**config.mk**
```make
export PLATFORM = sky130hd
export DESIGN_NAME = instruction_fetch_unit
export DESIGN_NICKNAME = d
export VERILOG_FILES = /design/src/rtl/instruction_fetch_unit_pkg.sv /design/src/rtl/instruction_fetch_unit_if_id_register.sv /design/src/rtl/instruction_fetch_unit.sv
export SDC_FILE = /design/constraint.sdc
export NUM_CORES = 1
export LEC_CHECK = 0
export BUFFER_PORTS_ARGS = -buffer_cell sky130_fd_sc_hd__buf_2
export CORE_MARGIN = 2
export CORE_UTILIZATION = 30
export CTS_CLUSTER_DIAMETER = 200
export DETAILED_ROUTE_END_ITERATION = 10
export GPL_TIMING_DRIVEN = 0
export PLACE_DENSITY = 0.64
export SLEW_MARGIN = 20
export SYNTH_ARGS = -nofsm -noshare
export SYNTH_HDL_FRONTEND = slang
export SYNTH_SLANG_ARGS = --single-unit
```
**constraint.sdc**
```tcl
create_clock -name clk -period 3.05 [get_ports clk]
set_clock_uncertainty 0.05 [all_clocks]
set_input_delay 0 -clock clk [delete_from_list [all_inputs] [get_ports clk]]
set_output_delay 0 -clock clk [all_outputs]
set_load 0.05 [all_outputs]
```
**src/rtl/instruction_fetch_unit_pkg.sv**
```systemverilog
// Shared constants and types for the instruction fetch unit.
package instruction_fetch_unit_pkg;

   localparam int ADDRESS_LEN = 32;

   // All-zero word is the NOP encoding used for bubbles.
   localparam logic [ADDRESS_LEN-1:0] NOP = '0;

   // Byte stride between sequential instruction words.
   localparam logic [ADDRESS_LEN-1:0] PC_INC = 32'd4;

   typedef enum logic {
      BOOT = 1'b0,
      RUN  = 1'b1
   } fetch_state_t;

endpackage

```
**src/rtl/instruction_fetch_unit_if_id_register.sv**
```systemverilog
// IF/ID pipeline register: captured instruction, its PC+4 and a valid flag.
module if_id_register
   import instruction_fetch_unit_pkg::*;
#(
   parameter int ADDR_LEN = ADDRESS_LEN
) (
   input  logic                clk,
   input  logic                rst,
   input  logic                freeze,
   input  logic                flush,
   input  logic [ADDR_LEN-1:0] pc_in,
   input  logic [ADDR_LEN-1:0] instruction_in,
   output logic [ADDR_LEN-1:0] pc_out,
   output logic [ADDR_LEN-1:0] instruction_out,
   output logic                valid_out
);

   // Flush beats freeze so a redirect can never be held off by a stall.
   always_ff @(posedge clk or posedge rst) begin
      if (rst) begin
         pc_out          <= '0;
         instruction_out <= ADDR_LEN'(NOP);
         valid_out       <= 1'b0;
      end else if (flush) begin
         pc_out          <= '0;
         instruction_out <= ADDR_LEN'(NOP);
         valid_out       <= 1'b0;
      end else if (!freeze) begin
         pc_out          <= pc_in;
         instruction_out <= instruction_in;
         valid_out       <= 1'b1;
      end
   end

endmodule

```
**src/rtl/instruction_fetch_unit.sv**
```systemverilog
// Instruction fetch: PC, next-PC selection, boot FSM, IF/ID register and
// a saturating count of instructions accepted into IF/ID.
//
// state | meaning
// BOOT  | first edge after reset; PC holds (unless redirected), no capture
// RUN   | normal fetch; left only through reset
module instruction_fetch_unit
   import instruction_fetch_unit_pkg::*;
#(
   parameter int                ADDR_LEN     = ADDRESS_LEN,
   parameter logic [ADDR_LEN-1:0] RESET_VECTOR = '0,
   parameter int                CNT_LEN      = 16
) (
   input  logic                clk,
   input  logic                rst,
   input  logic                freeze,
   input  logic                branch_taken,
   input  logic [ADDR_LEN-1:0] branch_address,
   input  logic                flush,
   output logic [ADDR_LEN-1:0] imem_addr,
   input  logic [ADDR_LEN-1:0] imem_data,
   output logic [ADDR_LEN-1:0] pc_out,
   output logic [ADDR_LEN-1:0] instruction_out,
   output logic                valid_out,
   output logic [CNT_LEN-1:0]  fetch_count
);

   fetch_state_t        state_q, state_d;
   logic [ADDR_LEN-1:0] pc_q, pc_d;
   logic [ADDR_LEN-1:0] pc_plus4;
   logic [ADDR_LEN-1:0] branch_aligned;
   logic                ifid_clear;
   logic                ifid_hold;
   logic                capture;

   assign pc_plus4       = pc_q + ADDR_LEN'(PC_INC);
   assign branch_aligned = branch_address & ~ADDR_LEN'(2'b11);
   assign imem_addr      = {pc_q[ADDR_LEN-1:2], 2'b00};

   assign ifid_clear = flush | branch_taken;
   assign ifid_hold  = freeze | (state_q == BOOT);
   assign capture    = (state_q == RUN) & ~freeze & ~ifid_clear;

   // FSM state register.
   always_ff @(posedge clk or posedge rst) begin
      if (rst) state_q <= BOOT;
      else     state_q <= state_d;
   end

   // Next state: BOOT lasts one edge, RUN is absorbing.
   always_comb begin
      state_d = state_q;
      case (state_q)
         BOOT:    state_d = RUN;
         RUN:     state_d = RUN;
         default: state_d = BOOT;
      endcase
   end

   // Next PC: redirect, then stall / boot hold, then sequential.
   always_comb begin
      pc_d = pc_q;
      if (branch_taken)                        pc_d = branch_aligned;
      else if (!freeze && (state_q == RUN))    pc_d = pc_plus4;
   end

   // Program counter register.
   always_ff @(posedge clk or posedge rst) begin
      if (rst) pc_q <= RESET_VECTOR;
      else     pc_q <= pc_d;
   end

   // Accepted-instruction counter, saturating at all-ones.
   always_ff @(posedge clk or posedge rst) begin
      if (rst)                             fetch_count <= '0;
      else if (capture && (~fetch_count != '0)) fetch_count <= fetch_count + 1'b1;
   end

   if_id_register #(.ADDR_LEN(ADDR_LEN)) u_if_id (
      .clk             (clk),
      .rst             (rst),
      .freeze          (ifid_hold),
      .flush           (ifid_clear),
      .pc_in           (pc_plus4),
      .instruction_in  (imem_data),
      .pc_out          (pc_out),
      .instruction_out (instruction_out),
      .valid_out       (valid_out)
   );

endmodule

```
## Yosys cells after proc, flatten, opt, wreduce, memory -nomap -nowiden

Cells that the tools add are included.

- Flip-flop bits (word level): 114
- Input bits: 69
- Output and inout bits: 113
- Word-level logic and storage cells: 30

- Add/sub/neg operators: 2
- Eq/ne operators: 1
- Multiplexer cells: 8
- Bitwise operators: 8
- Reduce and logical (&&, ||, !) cells: 5

Operators by type and width:

| kind | number |
|---|---|
| $mux W32 | 6 |
| $add A32 B3 Y32 const B | 1 |
| $add A16 B1 Y16 const B | 1 |
| $not A16 Y16 | 1 |
| $reduce_bool A16 Y1 | 1 |
| $not A1 Y1 | 3 |
| $and A1 B1 Y1 | 2 |
| $logic_and A1 B1 Y1 | 2 |
| $mux W1 | 2 |
| $ne A2 B2 Y1 const B | 1 |
| $or A1 B1 Y1 | 2 |
| $reduce_bool A2 Y1 | 1 |
| $logic_not A1 Y1 | 1 |

## Logic depth before layout (Yosys ltp)

- Depth after elaboration: 4
- Gate-level depth with buffers: 7
- Gate-level depth less buffers: 6

## Hierarchy

Synthesis repeated with hierarchy kept, for this count alone.

- Cells, all modules: 542
- Area, all modules: 5565.3 µm²

By module, submodules not included:

| module | times used | cells an instance | area each (µm²) | seq. area each (µm²) |
|---|---|---|---|---|
| instruction_fetch_unit | 1 | 332 | 2924.1 | 1176.1 |
| if_id_register | 1 | 210 | 2641.3 | 1626.6 |

## Worst setup path after synthesis

Ideal clock, no wire load.

- Kind: flip-flop to flip-flop
- From: register pc_q[2]
- To: register pc_q[26]
- Setup time: 0.130 ns
- Data arrival time: 2.191 ns
- Required time: 2.870 ns
- Slack: 0.678 ns
- Stages on the path, launching flop included: 8
- Buffers on the path: 1
- Clock period less this slack: 2.372 ns
- Path through: dfrtp_1 -> ha_1 -> nand4_2 -> or4_1 -> buf_4 -> nor4_4 -> xnor2_1 -> o21ai_1

- Word-level cells in the longest chain between the ends: 3

Ends and longest elaborated chain:

| what | line | source |
|---|---|---|
| start, declared | instruction_fetch_unit.sv:29 | `logic [ADDR_LEN-1:0] pc_q, pc_d;` |
| start signal, assigned | instruction_fetch_unit.sv:70 | `else pc_q <= pc_d;` |
| $add A32 B3 Y32 | instruction_fetch_unit.sv:36 | `assign pc_plus4 = pc_q + ADDR_LEN'(PC_INC);` |
| $mux W32 | instruction_fetch_unit.sv:64 | `else if (!freeze && (state_q == RUN)) pc_d = pc_plus4;` |
| $mux W32 | instruction_fetch_unit.sv:63 | `if (branch_taken) pc_d = branch_aligned;` |

No other way between the ends. The select of a mux whose other input is x is not followed.
A chain may end at the register's enable or synchronous reset.

## Worst setup path after layout

- From: register pc_q[2]
- To: register u_if_id.pc_out[24]

- Word-level cells in the longest chain between the ends: 3

Ends and longest elaborated chain:

| what | line | source |
|---|---|---|
| $add A32 B3 Y32 | instruction_fetch_unit.sv:36 |  |
| $mux W32 | instruction_fetch_unit_if_id_register.sv:28 | `end else if (!freeze) begin` |
| $mux W32 | instruction_fetch_unit_if_id_register.sv:24 | `end else if (flush) begin` |
| end signal, assigned | instruction_fetch_unit_if_id_register.sv:29 | `pc_out <= pc_in;` |
| end, declared | instruction_fetch_unit_if_id_register.sv:13 | `output logic [ADDR_LEN-1:0] pc_out,` |

No other way between the ends. The select of a mux whose other input is x is not followed.

==> flow_summary.ini <==
[sta]
fmax_mhz = 434
worst_pin_slew_ns = 0.753
setup_viol_count_final = 0
hold_violations = 0
period_share_pct = 75.5
relSlewSlack_pct = 49.5
layout_min_cycle_time_ns = 2.30
maxSlewViolCount = 0
rsz0062_at_grt = no
whs_ns = 0.0422

[global_routing]
antenna_found_initial = 0
grt_use_total_pct = 16.9
grt_pass1_vias = 4693
grt_max_degree = 73
grt_pass1_wl_um = 24400
grt_overflow = 0

[placed_design]
portBuffers = 174
dp_hpwl_um = 11000
gp_congestion = 0.782

[hold_path]
worstHoldPathCells = 3
min_from = freeze
worstHoldEndpoint = u_if_id.instruction_out[31]
hold_path_class = in -> reg

[worst_setup_path]
r2r_cells = 7
critPathArrivalTime_ns = 2.48
slowest_delay_ns = 0.46
path_class = reg -> reg
end_kind = register
reg2reg_to = u_if_id.pc_out[24]
required_ns = 3.22
rrSetupSlack_ns = 0.75
regToRegStartpoint = pc_q[2]
crit_slowest_cell = dfrtp_1
path_cells = ha_1 > nand4_2 > or3_1 > buf_2 > nor3_1 > xnor2_1 > o21ai_0
critPathLaunchType = register
path_max_fanout = 8

[finish]
areaGrowthSynthToFinish_pct = 40.4
layout.nets = 840
diodes = 0
fillers = 1691
final_layout_size_suffix_gt1_share_pct = 28.2
multi_input_area_um2 = 2340
utilization_pct = 42.9
regArea_um2 = 2750

[cts]
clkTransAtPathRegs_ns = 0.07
cts.repair.resized = 0
worstSkewPairLatency_ns = 0.36
numCtsBuffers = 9
holdBufCountCts = 63
cts_tree = yes
post_cts_buffers = 0
cts_num_sinks = 110
h-tree-depth = 3
clockRootBuffer = clkbuf_16
cts.path.max_buffers = 2

[detailed_routing]
via_per_inst = 4.72
routed_wl_um = 15800
drtAntennaViolNets = 0
drt_iter0_markers = 242
dr_wl_met3_um = 948
vias = 4717
top_layer = met4
drt-pass1-iter-count = 4
wl_met2_um = 7650
wl_met1_um = 6960
route.detailed.drc = 0
drt-wirelength-per-cell_um = 15.8

[run_status]
status = finished, final reports clean

[synthesis]
ys_types = 40
synth-seq-cells = 110
synthesis.area_um2 = 5260
avgSynthCellArea_um2 = 10.2
yosysWarnings = 0
ys_seq_area_share_pct = 52.3
synthCells = 517

[floorplan]
boundaryPins = 182
core_area_um2 = 17200
placementRows = 48
die_height_um = 136
die_w_um = 136
initial_core_util_pct = 30.5
fp.dieArea_um2 = 18600

[power_and_ir_drop]
p_total_uw = 3620
leakage_uw = 0.00347
ir_worst_vdd_v = 0.000263
power_density_nw_per_um2 = 490

[job]
drv_cap = 0
-- worst max path at each step --
| stage | depth (start not counted) | slack (ns) | end | from |
|---|---|---|---|---|
| 4_1_cts | 7 | 0.72 | u_if_id.pc_out[24] | pc_q[2] |
| 2_1_floorplan | 1 | 0.1 | fetch_count[0] | rst |
| 6_report | 7 | 0.75 | u_if_id.pc_out[24] | pc_q[2] |
| 5_1_grt | 6 | 0.57 | pc_q[29] | pc_q[4] |
| 3_3_place_gp | 2 | -1.39 | pc_q[12] | rst |
| 3_5_place_dp | 6 | 0.77 | pc_q[29] | pc_q[4] |
-- cells by family after synthesis --
logic type               after synthesis  share of synthesized area (%)
AND/OR/NAND/NOR                      193                           19.7
flip-flops                           110                           52.3
AO/OA/AOI/OAI                         97                           11.7
XOR/XNOR                              69                           11.5
buffers and inverters                 41                           3.54
multiplexers                           3                          0.618
adder cells (fa/ha/maj)                2                          0.475
other                                  2                          0.143
-- report_power, final --
group          switching [µW]  internal, µW  leakage (µW)
Sequential                105          1540       0.00147
Combinational             537           247       0.00187
Clock                     557           639      0.000128
-- per-stage QoR --
stage	setup TNS (ns)	std cells	setup slack (ns)	cell area, µm²
after detailed placement	0	920	0.773	6460
after floorplan	0	520	0.0977	5280
after global placement	-151.53	919	-1.39	6430
after CTS	0	999	0.725	7390
final	0	999	0.746	7390
after global routing	0	999	0.574	7390
-- cell usage after synthesis --
cell / count / share of area [%]
a21boi_0: 1 / 0.14
a21oi_1: 1 / 0.095
a22o_1: 33 / 5.5
a311oi_1: 1 / 0.17
a31oi_1: 2 / 0.24
and2_1: 1 / 0.12
and3_1: 8 / 0.95
and4_1: 3 / 0.50
buf_2: 3 / 0.29
buf_4: 5 / 0.71
buf_6: 1 / 0.21
clkbuf_1: 25 / 1.8
clkbuf_2: 2 / 0.19
conb_1: 2 / 0.14
dfrtp_1: 110 / 52
ha_1: 2 / 0.48
inv_1: 5 / 0.36
mux2_2: 2 / 0.43
mux2i_1: 1 / 0.19
nand2_1: 82 / 5.8
nand2b_1: 1 / 0.12
nand3_1: 27 / 2.6
nand3_4: 1 / 0.33
nand4_1: 19 / 2.3
nand4_2: 1 / 0.24
nor2_1: 19 / 1.4
nor2b_1: 1 / 0.12
nor3_1: 12 / 1.1
nor3_2: 4 / 0.76
nor4_1: 2 / 0.24
nor4_2: 2 / 0.48
nor4_4: 4 / 1.6
nor4b_4: 1 / 0.45
o21ai_0: 46 / 4.4
o21ai_1: 13 / 1.2
or2_2: 1 / 0.12
or3_1: 3 / 0.36
or4_1: 1 / 0.14
xnor2_1: 43 / 7.2
xor2_1: 26 / 4.3
-- layout by cell type (no fill, tap or decap), types with 3 or more instances in the layout --
cell type,Yosys,routed
nand3_1,27,27
dfrtp_1,110,110
nor3_2,4,5
or3_1,3,3
inv_1,5,4
buf_2,3,177
o21ai_0,46,46
a22o_1,33,33
xor2_1,26,26
clkbuf_1,25,27
clkbuf_16,0,9
nor2_1,19,19
dlygate4sd3_1,0,63
buf_4,5,5
nand2_1,82,82
nor4_4,4,4
xnor2_1,43,43
nor3_1,12,11
and4_1,3,3
o21ai_1,13,13
nand4_1,19,19
and3_1,8,8
conb_1,2,5
clkinvlp_4,0,4
-- registers in the layout, indices dropped and copies added (netlist names) --
name / flops
fetch_count: 16
pc_q: 30
state_q: 1
u_if_id.instruction_out: 32
u_if_id.pc_out: 30
u_if_id.valid_out: 1
-- layout make-up --
cell class | count | area share [%]
sequential | 110 | 37.3
multi-input combinational | 369 | 31.7
timing repair buffer | 238 | 20.7
tap | 225 | 3.81
clock buffer | 11 | 3.15
buffer | 36 | 2.27
clock inverter | 5 | 0.813
inverter | 5 | 0.322
-- critical path, delay by kind of cell (launching register included) --
| family | cells | cell delay, ns |
|---|---|---|
| AOI/OAI and AO/OA | 1 | 0.09 |
| buffers and inverters | 1 | 0.20 |
| xor gates and xnor gates | 1 | 0.17 |
| and+or+nand+nor | 3 | 0.88 |
| DFF | 1 | 0.46 |
| adders and majority gates | 1 | 0.31 |
-- per-layer routing --
| metal | track usage [%] | vias to the layer above |
|---|---|---|
| met4 | 5.61 | 0 |
| met5 | 0 | - |
| met2 | 29.0 | 151 |
| met1 | 21.1 | 2249 |
| met3 | 3.58 | 18 |
| li1 | - | 2299 |
(Power assumes the default switching activity.)
